$ cat config.mk
export PLATFORM = sky130hd
export DESIGN_NAME = jtroadf_sndif_flat
export DESIGN_NICKNAME = d
export VERILOG_FILES = /design/src/rtl/jtroadf_pkg.sv /design/src/rtl/jtroadf_sndif_if.sv /design/src/rtl/jtroadf_snd_timer.sv /design/src/rtl/jtroadf_sndif.sv /design/src/flat_wrapper.sv
export SDC_FILE = /design/constraint.sdc
export NUM_CORES = 1
export LEC_CHECK = 0
export CAP_MARGIN = 30
export CELL_PAD_IN_SITES_DETAIL_PLACEMENT = 1
export CELL_PAD_IN_SITES_GLOBAL_PLACEMENT = 2
export CORE_UTILIZATION = 28
export CTS_CLUSTER_SIZE = 30
export DETAILED_ROUTE_END_ITERATION = 6
export PLACE_DENSITY = 0.88
export SLEW_MARGIN = 20
export SYNTH_ARGS = -nofsm -noshare
export SYNTH_HDL_FRONTEND = slang
export SYNTH_SLANG_ARGS = --single-unit
$ cat constraint.sdc
create_clock -name clk -period 2.4 [get_ports clk]
set_input_delay 0.48 -clock clk [delete_from_list [all_inputs] [get_ports clk]]
set_output_delay 0.48 -clock clk [all_outputs]
set_load 0.02 [all_outputs]
$ cat src/rtl/jtroadf_pkg.sv
// Shared definitions for the Road Fighter main-to-sound bridge:
// timer defaults and the Z80 interrupt-acknowledge decode.
package jtroadf_pkg;

  // Default timer configuration: 512 sound clock enables per tick, 4-bit value.
  localparam int TIMER_DIV_DEF = 512;
  localparam int TIMER_W_DEF   = 4;

  // Z80 interrupt acknowledge is M1 and IORQ low together, packed as {m1_n, iorq_n}.
  localparam logic [1:0] Z80_INTACK = 2'b00;

  // True on a sound-clock-enabled interrupt acknowledge bus cycle.
  function automatic logic is_intack(input logic cen, input logic m1_n,
                                     input logic iorq_n);
    return cen && ({m1_n, iorq_n} == Z80_INTACK);
  endfunction

endpackage

$ cat src/rtl/jtroadf_sndif_if.sv
// Main-CPU side bus into the sound bridge: bus-cycle enable, data,
// direction, latch select and the interrupt request level.
interface jtroadf_sndif_if;

  logic       cpu_cen;
  logic [7:0] main_dout;
  logic       main_rnw;
  logic       snd_data_cs;
  logic       snd_irq;

  // Main CPU decoder drives the bus.
  modport master (
    output cpu_cen, main_dout, main_rnw, snd_data_cs, snd_irq
  );

  // Sound bridge observes the bus.
  modport slave (
    input cpu_cen, main_dout, main_rnw, snd_data_cs, snd_irq
  );

endinterface

$ cat src/rtl/jtroadf_snd_timer.sv
// Free-running sound timer: a power-of-two prescaler on snd_cen feeding a
// TIMER_W-bit wrapping counter that the sound CPU polls.
module jtroadf_snd_timer
  import jtroadf_pkg::*;
#(
  parameter int TIMER_DIV = TIMER_DIV_DEF,
  parameter int TIMER_W   = TIMER_W_DEF
) (
  input  logic               rst,
  input  logic               clk,
  input  logic               snd_cen,
  output logic [TIMER_W-1:0] timer
);

  localparam int PRE_W = $clog2(TIMER_DIV);

  logic [PRE_W-1:0]   pre_q, pre_d;
  logic [TIMER_W-1:0] cnt_q, cnt_d;
  logic               pre_wrap;

  // TIMER_DIV is a power of two, so the prescaler is at its last count when all ones.
  assign pre_wrap = &pre_q;

  // Next-state for prescaler and counter; both wrap naturally at their width.
  always_comb begin
    // NOTE: defaults first so every path assigns every _d signal and no latch is inferred.
    pre_d = pre_q;
    cnt_d = cnt_q;
    if (snd_cen) begin
      pre_d = pre_q + 1'b1;
      if (pre_wrap) cnt_d = cnt_q + 1'b1;
    end
  end

  // Timer state registers with synchronous reset.
  always_ff @(posedge clk) begin
    // NOTE: state uses non-blocking assignments so all flops update from pre-edge values.
    if (rst) begin
      pre_q <= '0;
      cnt_q <= '0;
    end else begin
      pre_q <= pre_d;
      cnt_q <= cnt_d;
    end
  end

  assign timer = cnt_q;

endmodule

$ cat src/rtl/jtroadf_sndif.sv
// Road Fighter main-to-sound bridge: command latch, snd_irq edge to held
// Z80 INT (released by interrupt acknowledge), and the polled sound timer.
// Optional unread-command flag enabled with `define JTROADF_LATCH_FLAG_EN.
module jtroadf_sndif
  import jtroadf_pkg::*;
#(
  parameter int TIMER_DIV = TIMER_DIV_DEF,
  parameter int TIMER_W   = TIMER_W_DEF
) (
  input  logic                  clk,
  input  logic                  rst,
  jtroadf_sndif_if.slave        main,
  input  logic                  snd_cen,
  input  logic                  snd_m1_n,
  input  logic                  snd_iorq_n,
  input  logic                  latch_rd,
  output logic [7:0]            snd_latch,
  output logic                  snd_int_n,
  output logic [TIMER_W-1:0]    timer,
  output logic                  latch_full
);

  logic [7:0] latch_q, latch_d;
  logic       irq_l_q, irq_l_d;
  logic       int_n_q, int_n_d;
  logic       latch_wr;
  logic       irq_set;
  logic       irq_ack;

  assign latch_wr = main.cpu_cen & main.snd_data_cs & ~main.main_rnw;
  assign irq_set  = main.cpu_cen & main.snd_irq & ~irq_l_q;
  assign irq_ack  = is_intack(snd_cen, snd_m1_n, snd_iorq_n);

  // Command latch, irq edge register and INT hold; a new edge beats a same-cycle ack.
  always_comb begin
    latch_d = latch_q;
    irq_l_d = irq_l_q;
    int_n_d = int_n_q;
    if (latch_wr)          latch_d = main.main_dout;
    if (main.cpu_cen)      irq_l_d = main.snd_irq;
    if (irq_set)           int_n_d = 1'b0;
    else if (irq_ack)      int_n_d = 1'b1;
  end

  // Bridge state registers; reset overrides any same-cycle write, edge or ack.
  always_ff @(posedge clk) begin
    if (rst) begin
      latch_q <= 8'h00;
      irq_l_q <= 1'b0;
      int_n_q <= 1'b1;
    end else begin
      latch_q <= latch_d;
      irq_l_q <= irq_l_d;
      int_n_q <= int_n_d;
    end
  end

  assign snd_latch = latch_q;
  assign snd_int_n = int_n_q;

`ifdef JTROADF_LATCH_FLAG_EN
  logic full_q, full_d;

  // Unread flag: set on write, cleared on sound-side read; write wins a collision.
  always_comb begin
    full_d = full_q;
    if (snd_cen && latch_rd) full_d = 1'b0;
    if (latch_wr)            full_d = 1'b1;
  end

  // Flag register.
  always_ff @(posedge clk) begin
    if (rst) full_q <= 1'b0;
    else     full_q <= full_d;
  end

  assign latch_full = full_q;
`else
  logic unused_latch_rd;

  assign unused_latch_rd = latch_rd;
  assign latch_full      = 1'b0;
`endif

  jtroadf_snd_timer #(
    .TIMER_DIV (TIMER_DIV),
    .TIMER_W   (TIMER_W)
  ) u_timer (
    .rst     (rst),
    .clk     (clk),
    .snd_cen (snd_cen),
    .timer   (timer)
  );

endmodule

$ cat src/flat_wrapper.sv
// flat-port wrapper written by rule: the top's interface ports become plain ports
module jtroadf_sndif_flat import jtroadf_pkg::*;
#(
  parameter int TIMER_DIV = TIMER_DIV_DEF,
  parameter int TIMER_W   = TIMER_W_DEF
)
  (clk, rst, snd_cen, snd_m1_n, snd_iorq_n, latch_rd, snd_latch, snd_int_n, timer, latch_full, main_cpu_cen, main_main_dout, main_main_rnw, main_snd_data_cs, main_snd_irq);
  jtroadf_sndif_if main_i ();
  input  logic clk;
  input  logic rst;
  input  logic snd_cen;
  input  logic snd_m1_n;
  input  logic snd_iorq_n;
  input  logic latch_rd;
  output logic [7:0] snd_latch;
  output logic snd_int_n;
  output logic [TIMER_W-1:0] timer;
  output logic latch_full;
  input wire logic [$bits(main_i.cpu_cen)-1:0] main_cpu_cen;
  input wire logic [$bits(main_i.main_dout)-1:0] main_main_dout;
  input wire logic [$bits(main_i.main_rnw)-1:0] main_main_rnw;
  input wire logic [$bits(main_i.snd_data_cs)-1:0] main_snd_data_cs;
  input wire logic [$bits(main_i.snd_irq)-1:0] main_snd_irq;
  assign main_i.cpu_cen = main_cpu_cen;
  assign main_i.main_dout = main_main_dout;
  assign main_i.main_rnw = main_main_rnw;
  assign main_i.snd_data_cs = main_snd_data_cs;
  assign main_i.snd_irq = main_snd_irq;
  jtroadf_sndif #(.TIMER_DIV(TIMER_DIV), .TIMER_W(TIMER_W)) u_core (.clk(clk), .rst(rst), .main(main_i), .snd_cen(snd_cen), .snd_m1_n(snd_m1_n), .snd_iorq_n(snd_iorq_n), .latch_rd(latch_rd), .snd_latch(snd_latch), .snd_int_n(snd_int_n), .timer(timer), .latch_full(latch_full));
endmodule
==> qor.csv <==
metric,value,unit
htree_levels,1,
synth_top_area_share,0.458,
synth-compound-area-share,0.0648,
p_leak,0.530,nW
setup_viol,0,
cts_hold_buffers,0,
yosysSeqAreaShare,0.458,
cp_num_cells,1,
worst-slew-pin-transition,0.605,ns
drive_gt1_frac,0.0896,
cp_cell_sequence,clkdlybuf4s50_1,
use_met3,0.0248,
synth_top_area_cell,dfxtp_1,
timing.final.ws_setup,0.550,ns
endpoint,timer[0],
synthTopCellsByCount,"dfxtp_1 (23), nor2_1 (18), mux2i_1 (10)",
preCtsSetupSlack,0.230,ns
worstPathArrival,1.37,ns
ir_drop,0.229,mV
ys_async_sr_fraction,0,
overflow,0,
hold_violations,0,
cp_top_family,buffers and inverters,
synth-xor-area-share,0.0349,
ant_nets,0,
final_nets,155,
max_cap_viol_count,0,
dpl_cell_area,1320,sq um
viasPerCell,4.57,
std_cell_rows,21,
pwr-share-clk,0.281,
synth.most_common_cell,dfxtp_1,
insertion_delay,0.32,ns
gp_congestion,0.647,
clock_sinks,23,
crit_start,u_core.u_timer.timer[0],
grt_pass1_vias,806,
antenna_found_initial,0,
hold-path-cell-count,2,
path_max_fanout,5,
num_vias,823,
synthFlopType,dfxtp_1,
numPortBuffers,29,
syn_area_per_cell,9.48,sq um
fill_cells,384,
fmax,541,MHz
cts_tree,done,
ys_top_cells_by_area,"dfxtp_1 (46%), mux2i_1 (10%), nor2_1 (6.7%), mux2_2 (3.4%), a21oi_1 (3.0%)",
grt_pass1_wl,3.40,mm
seq_power_share,0.596,
grtUsageTotal,0.120,
cp-start-kind,flop,
syn_area,1000,sq um
grt_max_degree,19,
drcViolationCount,0,
slew_headroom,0.595,
synth-simple-area-share,0.225,
critPathSlowestCell,clkdlybuf4s50_1,
dp_hpwl,1.64,mm
worst-path-buf-inv,1,
netlist_instances,106,
cts_buffer_depth,2,
cp.required,1.92,ns
ios,32,
met1_usage,0.145,
r2r-end,u_core.u_timer.timer[3],
pwr-share-comb,0.123,
synth_top_family_by_area,simple AND/OR/NAND/NOR gates,
powerDensity,499,nW/um^2
grt_util_met2,0.207,
p_int,504,uW
outcome,completed,
yosysWarningCount,0,
synth_nets,126,
hold_class,reg -> reg,
syn_to_final_growth,34.4,%
ys_ff_latch,23,
start_util,0.296,
r2r_cells,3,
top_usage_layer,met2,
routed_wirelength,2.08,mm
fin_area,1350,sq um
cts_setup_buffers,0,
synthMuxAreaShare,0.133,
die_h,61.9,microns
ys_types,28,
cts_resized,0,
r2r_slack,0.78,ns
cts_buffers,3,
root_buffer,clkbuf_4,
final.min_clock_period,1.85,ns
first_pass_iters,3,
wl_per_cell,11.6,microns
switching_share,0.252,
clk_pin_slew_worst_paths,0.13,ns
r2r-start,u_core.u_timer.pre_q[2],
finalCritPeriodShare,0.771,
first_iter_violations,8,
end_kind,output pin,
fin_tns_setup,0,ns
die_w,61.9,microns
rsz0062_at_grt,no,
p_switching,170,uW
finClkSkew,0.00104,ns
antennaDiodeCount,0,
cp_slowest_stage_delay,0.63,ns
core,3390,sq um
maxSlewViolCount,0,
synth_edf_count,0,
die_area,3830,sq um
path_class,reg -> out,
synth_adder_area_share,0.0249,
routing by layer:
metal  part of all wire  routed length, microns  up-vias
li1                   -                       -      420
met1               0.45                     931      387
met3              0.039                      81        2
met2               0.50                    1040       14
met4              0.012                      25        0
met5                  0                       0        -
kinds of logic (layout without fill, tap and decap cells):
group,after synthesis,count (layout)
fa+ha+maj,2,2
simple gates,43,43
buf+inv,9,37
flops,23,23
mux,13,13
xor+xnor,4,4
other cells,1,1
compound gates,11,11
layout make-up:
cell class | instances | area, sq um | share of cell area
well taps | 46 | 57.6 | 0.0426
flip-flops and latches | 23 | 460 | 0.341
clock inverters | 1 | 7.51 | 0.00556
multi-input cells | 74 | 489 | 0.362
clock buffers | 3 | 22.5 | 0.0167
inverters | 2 | 7.51 | 0.00556
repair buffers | 31 | 305 | 0.226
worst min path at each step:
stage                         startpoint        endpoint  slack (ns)
after floorplan           u_core.irq_l_q  u_core.irq_l_q        0.45
after global placement    u_core.irq_l_q  u_core.irq_l_q        0.46
after detailed placement  u_core.irq_l_q  u_core.irq_l_q        0.47
after CTS                 u_core.irq_l_q  u_core.irq_l_q        0.49
after global routing      u_core.irq_l_q  u_core.irq_l_q        0.54
final                     u_core.irq_l_q  u_core.irq_l_q        0.49
cells in the final DEF, fill, tap and decap left out:
master and count:
clkinvlp_4 1, dfxtp_1 23, nor2b_1 3, nand4_1 3, clkbuf_4 3, nand2_1 4
conb_1 1, or4_1 3, inv_1 2, o31ai_1 3, xnor2_1 1, nand3_1 3
a21oi_1 6, o21ai_0 1, nor2_1 18, nand2b_1 3, buf_4 2, nand3b_1 1
nor4_1 2, or3_2 1, clkdlybuf4s50_1 29, mux2_2 3, xor2_1 3, mux2i_1 10
nor3_2 1, o21bai_1 1, nand4_2 1, ha_1 2
power by group through the flow:
stage	logic, mW	clock network [mW]	registers, mW
floorplan	0.0349	0	0.415
detailed placement	0.0842	0	0.410
global route	0.0915	0.211	0.404
finish	0.0827	0.190	0.401
CTS	0.0843	0.199	0.401
global placement	0.0813	0	0.410
registers in the layout, summed over array words and instances, names as in the netlist:
signal,flops
u_core.u_timer.pre_q,9
u_core.snd_latch,8
u_core.u_timer.timer,4
u_core.irq_l_q,1
u_core.snd_int_n,1
through the flow:
step | power (mW) | utilization | cells | hold WS, ns
after floorplan | 0.450 | - | 106 | 0.450
after detailed placement | 0.494 | 0.389 | 176 | 0.473
final | 0.673 | 0.398 | 180 | 0.487
after CTS | 0.685 | 0.398 | 180 | 0.492
after global routing | 0.706 | 0.398 | 180 | 0.542
after global placement | 0.491 | 0.389 | 176 | 0.459
(Power assumes the default switching activity.)
